--- config.mk ---
export PLATFORM = sky130hd
export DESIGN_NAME = wb_ram_arb_b3
export DESIGN_NICKNAME = d
export VERILOG_FILES = /design/src/rtl/wb_arb_pkg.sv /design/src/rtl/wb_arb_rr_pick.sv /design/src/rtl/wb_ram_arb_b3.sv
export SDC_FILE = /design/constraint.sdc
export NUM_CORES = 1
export LEC_CHECK = 0
export BUFFER_PORTS_ARGS = -buffer_cell sky130_fd_sc_hd__buf_2
export CORE_AREA = 2 2 119 121
export DETAILED_ROUTE_END_ITERATION = 8
export DIE_AREA = 0 0 121 123
export GPL_TIMING_DRIVEN = 0
export REMOVE_ABC_BUFFERS = 1
export SLEW_MARGIN = 20
export SYNTH_ARGS = -nofsm -noshare
export SYNTH_HDL_FRONTEND = slang
export SYNTH_SLANG_ARGS = --single-unit
export TNS_END_PERCENT = 5
--- constraint.sdc ---
create_clock -name wb_clk_i -period 2.2 [get_ports wb_clk_i]
set_clock_uncertainty 0.15 [all_clocks]
set_input_delay 0.44 -clock wb_clk_i [delete_from_list [all_inputs] [get_ports wb_clk_i]]
set_output_delay 0.44 -clock wb_clk_i [all_outputs]
set_load 0.03 [all_outputs]
--- src/rtl/wb_arb_pkg.sv ---
// Shared constants for the Wishbone B3 RAM arbiter: cycle/burst type codes and FSM states.
package wb_arb_pkg;

    localparam logic [2:0] CTI_CLASSIC = 3'b000;
    localparam logic [2:0] CTI_CONST   = 3'b001;
    localparam logic [2:0] CTI_INCR    = 3'b010;
    localparam logic [2:0] CTI_END     = 3'b111;

    localparam logic [1:0] BTE_LIN     = 2'b00;
    localparam logic [1:0] BTE_WRAP4   = 2'b01;
    localparam logic [1:0] BTE_WRAP8   = 2'b10;
    localparam logic [1:0] BTE_WRAP16  = 2'b11;

    typedef enum logic {
        IDLE = 1'b0,
        OWN  = 1'b1
    } arb_state_e;

endpackage

--- src/rtl/wb_arb_rr_pick.sv ---
// Round-robin pick: first asserted request at or after ptr_i, wrapping modulo NM.
module wb_arb_rr_pick
    import wb_arb_pkg::*;
#(
    parameter int NM = 2,
    parameter int PW = 1
) (
    input  logic [NM-1:0] req_i,
    input  logic [PW-1:0] ptr_i,
    output logic [PW-1:0] idx_o,
    output logic          valid_o
);

    int k;

    // Walk candidates from farthest to nearest so the nearest requester wins.
    always_comb begin
        idx_o   = '0;
        valid_o = 1'b0;
        k       = 0;
        for (int i = NM - 1; i >= 0; i--) begin
            k = int'(ptr_i) + i;
            if (k >= NM) begin
                k = k - NM;
            end
            if (req_i[k]) begin
                idx_o   = PW'(k);
                valid_o = 1'b1;
            end
        end
    end

endmodule

--- src/rtl/wb_ram_arb_b3.sv ---
// Round-robin Wishbone B3 arbiter: NM masters share one RAM slave, grant locked for a whole cyc.
// Optional bus watchdog is enabled by defining WB_ARB_WATCHDOG_EN.
module wb_ram_arb_b3
    import wb_arb_pkg::*;
#(
    parameter int dw          = 32,
    parameter int aw          = 32,
    parameter int NM          = 2,
    parameter int WDOG_CYCLES = 256
) (
    input  logic             wb_clk_i,
    input  logic             wb_rst_i,
    input  logic [NM*aw-1:0] m_adr_i,
    input  logic [NM*dw-1:0] m_dat_i,
    input  logic [NM*4-1:0]  m_sel_i,
    input  logic [NM*3-1:0]  m_cti_i,
    input  logic [NM*2-1:0]  m_bte_i,
    input  logic [NM-1:0]    m_cyc_i,
    input  logic [NM-1:0]    m_stb_i,
    input  logic [NM-1:0]    m_we_i,
    output logic [dw-1:0]    m_dat_o,
    output logic [NM-1:0]    m_ack_o,
    output logic [NM-1:0]    m_err_o,
    output logic [NM-1:0]    m_rty_o,
    output logic [aw-1:0]    s_adr_o,
    output logic [dw-1:0]    s_dat_o,
    output logic [3:0]       s_sel_o,
    output logic [2:0]       s_cti_o,
    output logic [1:0]       s_bte_o,
    output logic             s_cyc_o,
    output logic             s_stb_o,
    output logic             s_we_o,
    input  logic [dw-1:0]    s_dat_i,
    input  logic             s_ack_i,
    input  logic             s_err_i,
    input  logic             s_rty_i
);

    localparam int PW = (NM > 1) ? $clog2(NM) : 1;

    arb_state_e    state_q;
    logic [PW-1:0] gnt_q;
    logic [PW-1:0] rr_ptr_q;
    logic [PW-1:0] gnt_inc;
    logic [PW-1:0] pick_idx;
    logic          pick_vld;
    logic          own;
    logic          cyc_g;
    logic          stb_g;
    logic          wdog_fire;

    wb_arb_rr_pick #(
        .NM (NM),
        .PW (PW)
    ) u_pick (
        .req_i   (m_cyc_i),
        .ptr_i   (rr_ptr_q),
        .idx_o   (pick_idx),
        .valid_o (pick_vld)
    );

    // Reset gates the slave side immediately so a mid-cycle reset never leaks a strobe.
    assign own     = (state_q == OWN) && !wb_rst_i;
    assign cyc_g   = m_cyc_i[gnt_q];
    assign stb_g   = m_stb_i[gnt_q];
    assign gnt_inc = (gnt_q == PW'(NM - 1)) ? '0 : gnt_q + 1'b1;

    always_comb begin
        s_adr_o = m_adr_i[int'(gnt_q) * aw +: aw];
        s_dat_o = m_dat_i[int'(gnt_q) * dw +: dw];
        s_sel_o = m_sel_i[int'(gnt_q) * 4 +: 4];
        s_cti_o = m_cti_i[int'(gnt_q) * 3 +: 3];
        s_bte_o = m_bte_i[int'(gnt_q) * 2 +: 2];
        s_cyc_o = own && cyc_g && !wdog_fire;
        s_stb_o = own && cyc_g && stb_g && !wdog_fire;
        s_we_o  = own && cyc_g && m_we_i[gnt_q];
        m_dat_o = s_dat_i;
        m_ack_o = '0;
        m_err_o = '0;
        m_rty_o = '0;
        if (own) begin
            m_ack_o[gnt_q] = s_ack_i;
            m_err_o[gnt_q] = s_err_i | wdog_fire;
            m_rty_o[gnt_q] = s_rty_i;
        end
    end

`ifdef WB_ARB_WATCHDOG_EN
    localparam int WW = ($clog2(WDOG_CYCLES + 1) > 8) ? $clog2(WDOG_CYCLES + 1) : 8;

    logic [WW-1:0] wdog_q;
    logic          stb_raw;

    // Counts strobed cycles without a response; fires on the WDOG_CYCLES-th one.
    assign stb_raw   = own && cyc_g && stb_g;
    assign wdog_fire = stb_raw && (wdog_q == WW'(WDOG_CYCLES - 1));

    always_ff @(posedge wb_clk_i) begin
        if (wb_rst_i || !stb_raw || s_ack_i || s_err_i || wdog_fire) begin
            wdog_q <= '0;
        end else begin
            wdog_q <= wdog_q + 1'b1;
        end
    end
`else
    logic wdog_unused;

    assign wdog_fire   = 1'b0;
    assign wdog_unused = (WDOG_CYCLES != 0);
`endif

    // Grant is held until the owner drops cyc; releasing always passes through IDLE.
    always_ff @(posedge wb_clk_i) begin
        if (wb_rst_i) begin
            state_q  <= IDLE;
            gnt_q    <= '0;
            rr_ptr_q <= '0;
        end else begin
            case (state_q)
                IDLE: begin
                    if (pick_vld) begin
                        gnt_q   <= pick_idx;
                        state_q <= OWN;
                    end
                end
                OWN: begin
                    if (!cyc_g || wdog_fire) begin
                        state_q  <= IDLE;
                        rr_ptr_q <= gnt_inc;
                    end
                end
                default: state_q <= IDLE;
            endcase
        end
    end

endmodule

==> impl_metrics.py <==
metrics = {
    "sta": {
        "maxSlewViolCount": 0,
        "final.min_clock_period_ps": 2090,
        "worst_slew_margin_relative_to_its_limit_pct": 82.9,
        "worstMarginPinSlew_ps": 256,
        "layout_worst_path_cycle_share_pct": 94.9,
        "fin_hold_ws_ps": 318,
        "fin_setup_tns_ps": 0,
        "clock.fmax_ghz": 0.479,
        "hold_viol": 0,
        "rsz0062_at_grt": "no",
        "finalSetupViolations": 0,
    },
    "global_route": {
        "grt.overflow.total": 0,
        "grt_pass1_vias": 1739,
        "grt_pass1_wl_um": 9740,
        "global_route.usage.total_pct": 8.88,
        "busiest_layer": "met2",
        "antenna_found_initial": 1,
        "pin_count_of_the_biggest_net_entering_global_routing": 36,
        "use_met3_pct": 7.75,
        "grt_use_met1_pct": 9.56,
        "gr-usage-met2_pct": 13.1,
    },
    "power_and_ir_drop": {
        "total_switching_power_w": 0.000476,
        "power.share.switching_pct": 41.1,
        "power.internal_w": 0.000681,
        "total_leakage_power_nw": 1.65,
        "power_frac_seq_pct": 5.8,
        "irDropWorstVdd_uv": 404,
        "combinational_share_of_power_pct": 69.5,
        "powerDensity_nw_per_um2": 396,
        "clock_power_share_pct": 24.7,
    },
    "flow_run": {
        "drv.max_cap_violation_count": 0,
    },
    "logic_synthesis": {
        "ys.warnings.count": 0,
        "yosys.cell_types.count": 19,
        "syn_avg_cell_area_um2": 11.8,
        "total_of_flip_flops_plus_latches_after_synthesis": 3,
        "syn-instance-count": 148,
        "synth_seq_area_share_pct": 3.44,
        "netlist_area_um2": 1750,
    },
    "floorplanning": {
        "die_span_in_x_um": 121,
        "die_h_um": 123,
        "die-area_um2": 14900,
        "placeableCoreArea_um2": 13600,
        "num_rows": 43,
        "io_pins": 303,
        "initial_core_util_pct": 12.8,
    },
    "route": {
        "drtPass1Iterations": 6,
        "wire_per_inst_um": 14.4,
        "drt.antenna.violating_nets": 0,
        "route.vias.total": 1918,
        "detail_route.vias_per_cell": 3.59,
        "drt_iter0_drc": 41,
        "routed_wirelength_um": 7710,
        "drc_errors": 0,
    },
    "critical_path": {
        "worst-path-max-fanout": 21,
        "critical_path.max_stage_delay_ps": 400,
        "startpoint_class_of_the_critical_path": "flop",
        "critical_path_required_ps": 1610,
        "worstSetupPathType": "reg2out",
        "worst_ep_arrival_time_ps": 1500,
        "worst_setup_path_end_kind": "output port",
        "timing.critical_path.slowest_stage_cell": "dfxtp_4",
        "regToRegSetupSlack_ps": 820,
        "critical_path.cell_chain": "buf_16, mux2_2, nand2_1, nor2_1, buf_2",
    },
    "clock_network": {
        "clk_pin_slew_ps": 30,
        "cts.htree.levels": 1,
        "cts-resized-gates": 0,
        "postCtsSetupRepairBufs": 1,
        "tritoncts_clock_tree": "done",
        "clock_sink_count": 3,
        "cts_root_buf": "clkbuf_16",
        "clockBufferDepth": 2,
        "count_of_hold_buffers_inserted_by_post_cts_repair": 0,
        "cts_made_buffers": 3,
        "clkLatencyLatePin_ps": 220,
    },
    "placed_design": {
        "buffer_ports.inserted": 238,
        "hpwlAfterDp_um": 6640,
        "finalWeightedCongestion": 0.694,
    },
    "layout": {
        "nets": 543,
        "post_route_cells_drive_above_1_share_pct": 91.5,
        "post_layout_util_pct": 21.5,
        "syn_to_final_growth_pct": 67.3,
    },
    "hold_path": {
        "min-delay-path-class": "in2reg",
    },
    "status": {
        "run_status": "finished, final reports clean",
    },
}
## cell type report
type                            instances  area (um2)
Multi-Input combinational cell        100        1250
Antenna cell                            1        2.50
Inverter                                4        15.0
Fill cell                            1512       10700
Timing Repair Buffer                  242        1290
Clock buffer                            4        78.8
Tap cell                              180         225
Sequential cell                         3        63.8
## per-stage QoR
step | worst slack (ps) | cells | area [um2] | power [W]
2_1_floorplan | -2470 | 107 | 1330 | 0.000615
3_3_place_gp | -3280 | 525 | 2740 | 0.000894
3_5_place_dp | 163 | 527 | 2800 | 0.000867
4_1_cts | 79.6 | 533 | 2920 | 0.00117
5_1_grt | 32.5 | 533 | 2920 | 0.00122
6_report | 111 | 534 | 2920 | 0.00116
## cell families after synthesis
kind of cell	Yosys count	share of synthesized area (%)
multiplexers	76	64.5
buffers and inverters	45	24.9
AND/OR/NAND/NOR	18	4.58
AO/OA/AOI/OAI	6	2.58
flip-flops	3	3.44
## per-layer routing
layer  part of all wire (%)  up-vias
met4                  0.052        2
met2                     42      181
met3                     21        2
met5                    1.0        -
li1                       -      902
met1                     36      831
## final timing paths
path	start	end	depth (start not counted)
setup / recovery	gnt_q$_SDFFE_PP0P_	s_we_o	5
setup reg to reg	gnt_q$_SDFFE_PP0P_	state_q$_SDFF_PP0_	4
hold reg to reg	rr_ptr_q$_SDFFE_PP0P_	rr_ptr_q$_SDFFE_PP0P_	2
hold / removal	wb_rst_i	gnt_q$_SDFFE_PP0P_	2
## critical path: cells and delay by family, from the launching register on
| family | cells | cell delay, ps |
|---|---|---|
| buffers and inverters | 2 | 370 |
| flip-flops | 1 | 400 |
| multiplexers | 1 | 350 |
| AND/OR/NAND/NOR | 2 | 150 |
## placed cells by master, fill, tap and decap left out
| cell | n |
|---|---|
| a211oi_2 | 1 |
| a21oi_1 | 2 |
| and2b_1 | 1 |
| buf_16 | 2 |
| buf_2 | 238 |
| buf_4 | 1 |
| bufbuf_16 | 1 |
| clkbuf_1 | 1 |
| clkbuf_16 | 3 |
| dfxtp_1 | 2 |
| dfxtp_4 | 1 |
| diode_2 | 1 |
| inv_1 | 3 |
| inv_2 | 1 |
| mux2_2 | 1 |
| mux2_4 | 73 |
| mux2i_1 | 2 |
| nand2_1 | 5 |
| nand2b_1 | 1 |
| nor2_1 | 7 |
| nor2b_1 | 1 |
| nor3_1 | 3 |
| o211ai_1 | 1 |
| o21ai_2 | 1 |
| o22ai_1 | 1 |
## cells in the mapped netlist (all sizes together)
library cell,number,area [um2]
nor2,7,26.3
dfxtp,3,60.1
mux2i,2,20.0
mux2,74,1110
o21ai,1,8.76
a21oi,2,10.0
nor3,3,15.0
o22ai,1,6.26
nand2b,1,6.26
buf,41,420
inv,4,15.0
a211oi,1,12.5
and2b,1,7.51
o211ai,1,7.51
nor2b,1,6.26
nand2,5,18.8
## flip-flops by register name, summed over array words and instances (netlist names)
name      count
gnt_q         1
rr_ptr_q      1
state_q       1
## power by group through the flow
stage	Clock (W)	Combinational (W)	Sequential (W)
4_1_cts	0.000292	0.000816	0.0000670
3_5_place_dp	0	0.000797	0.0000697
6_report	0.000286	0.000804	0.0000667
5_1_grt	0.000302	0.000853	0.0000677
3_3_place_gp	0	0.000780	0.000114
2_1_floorplan	0	0.000513	0.000102
Note: power is estimated with default switching activity, not from simulation.
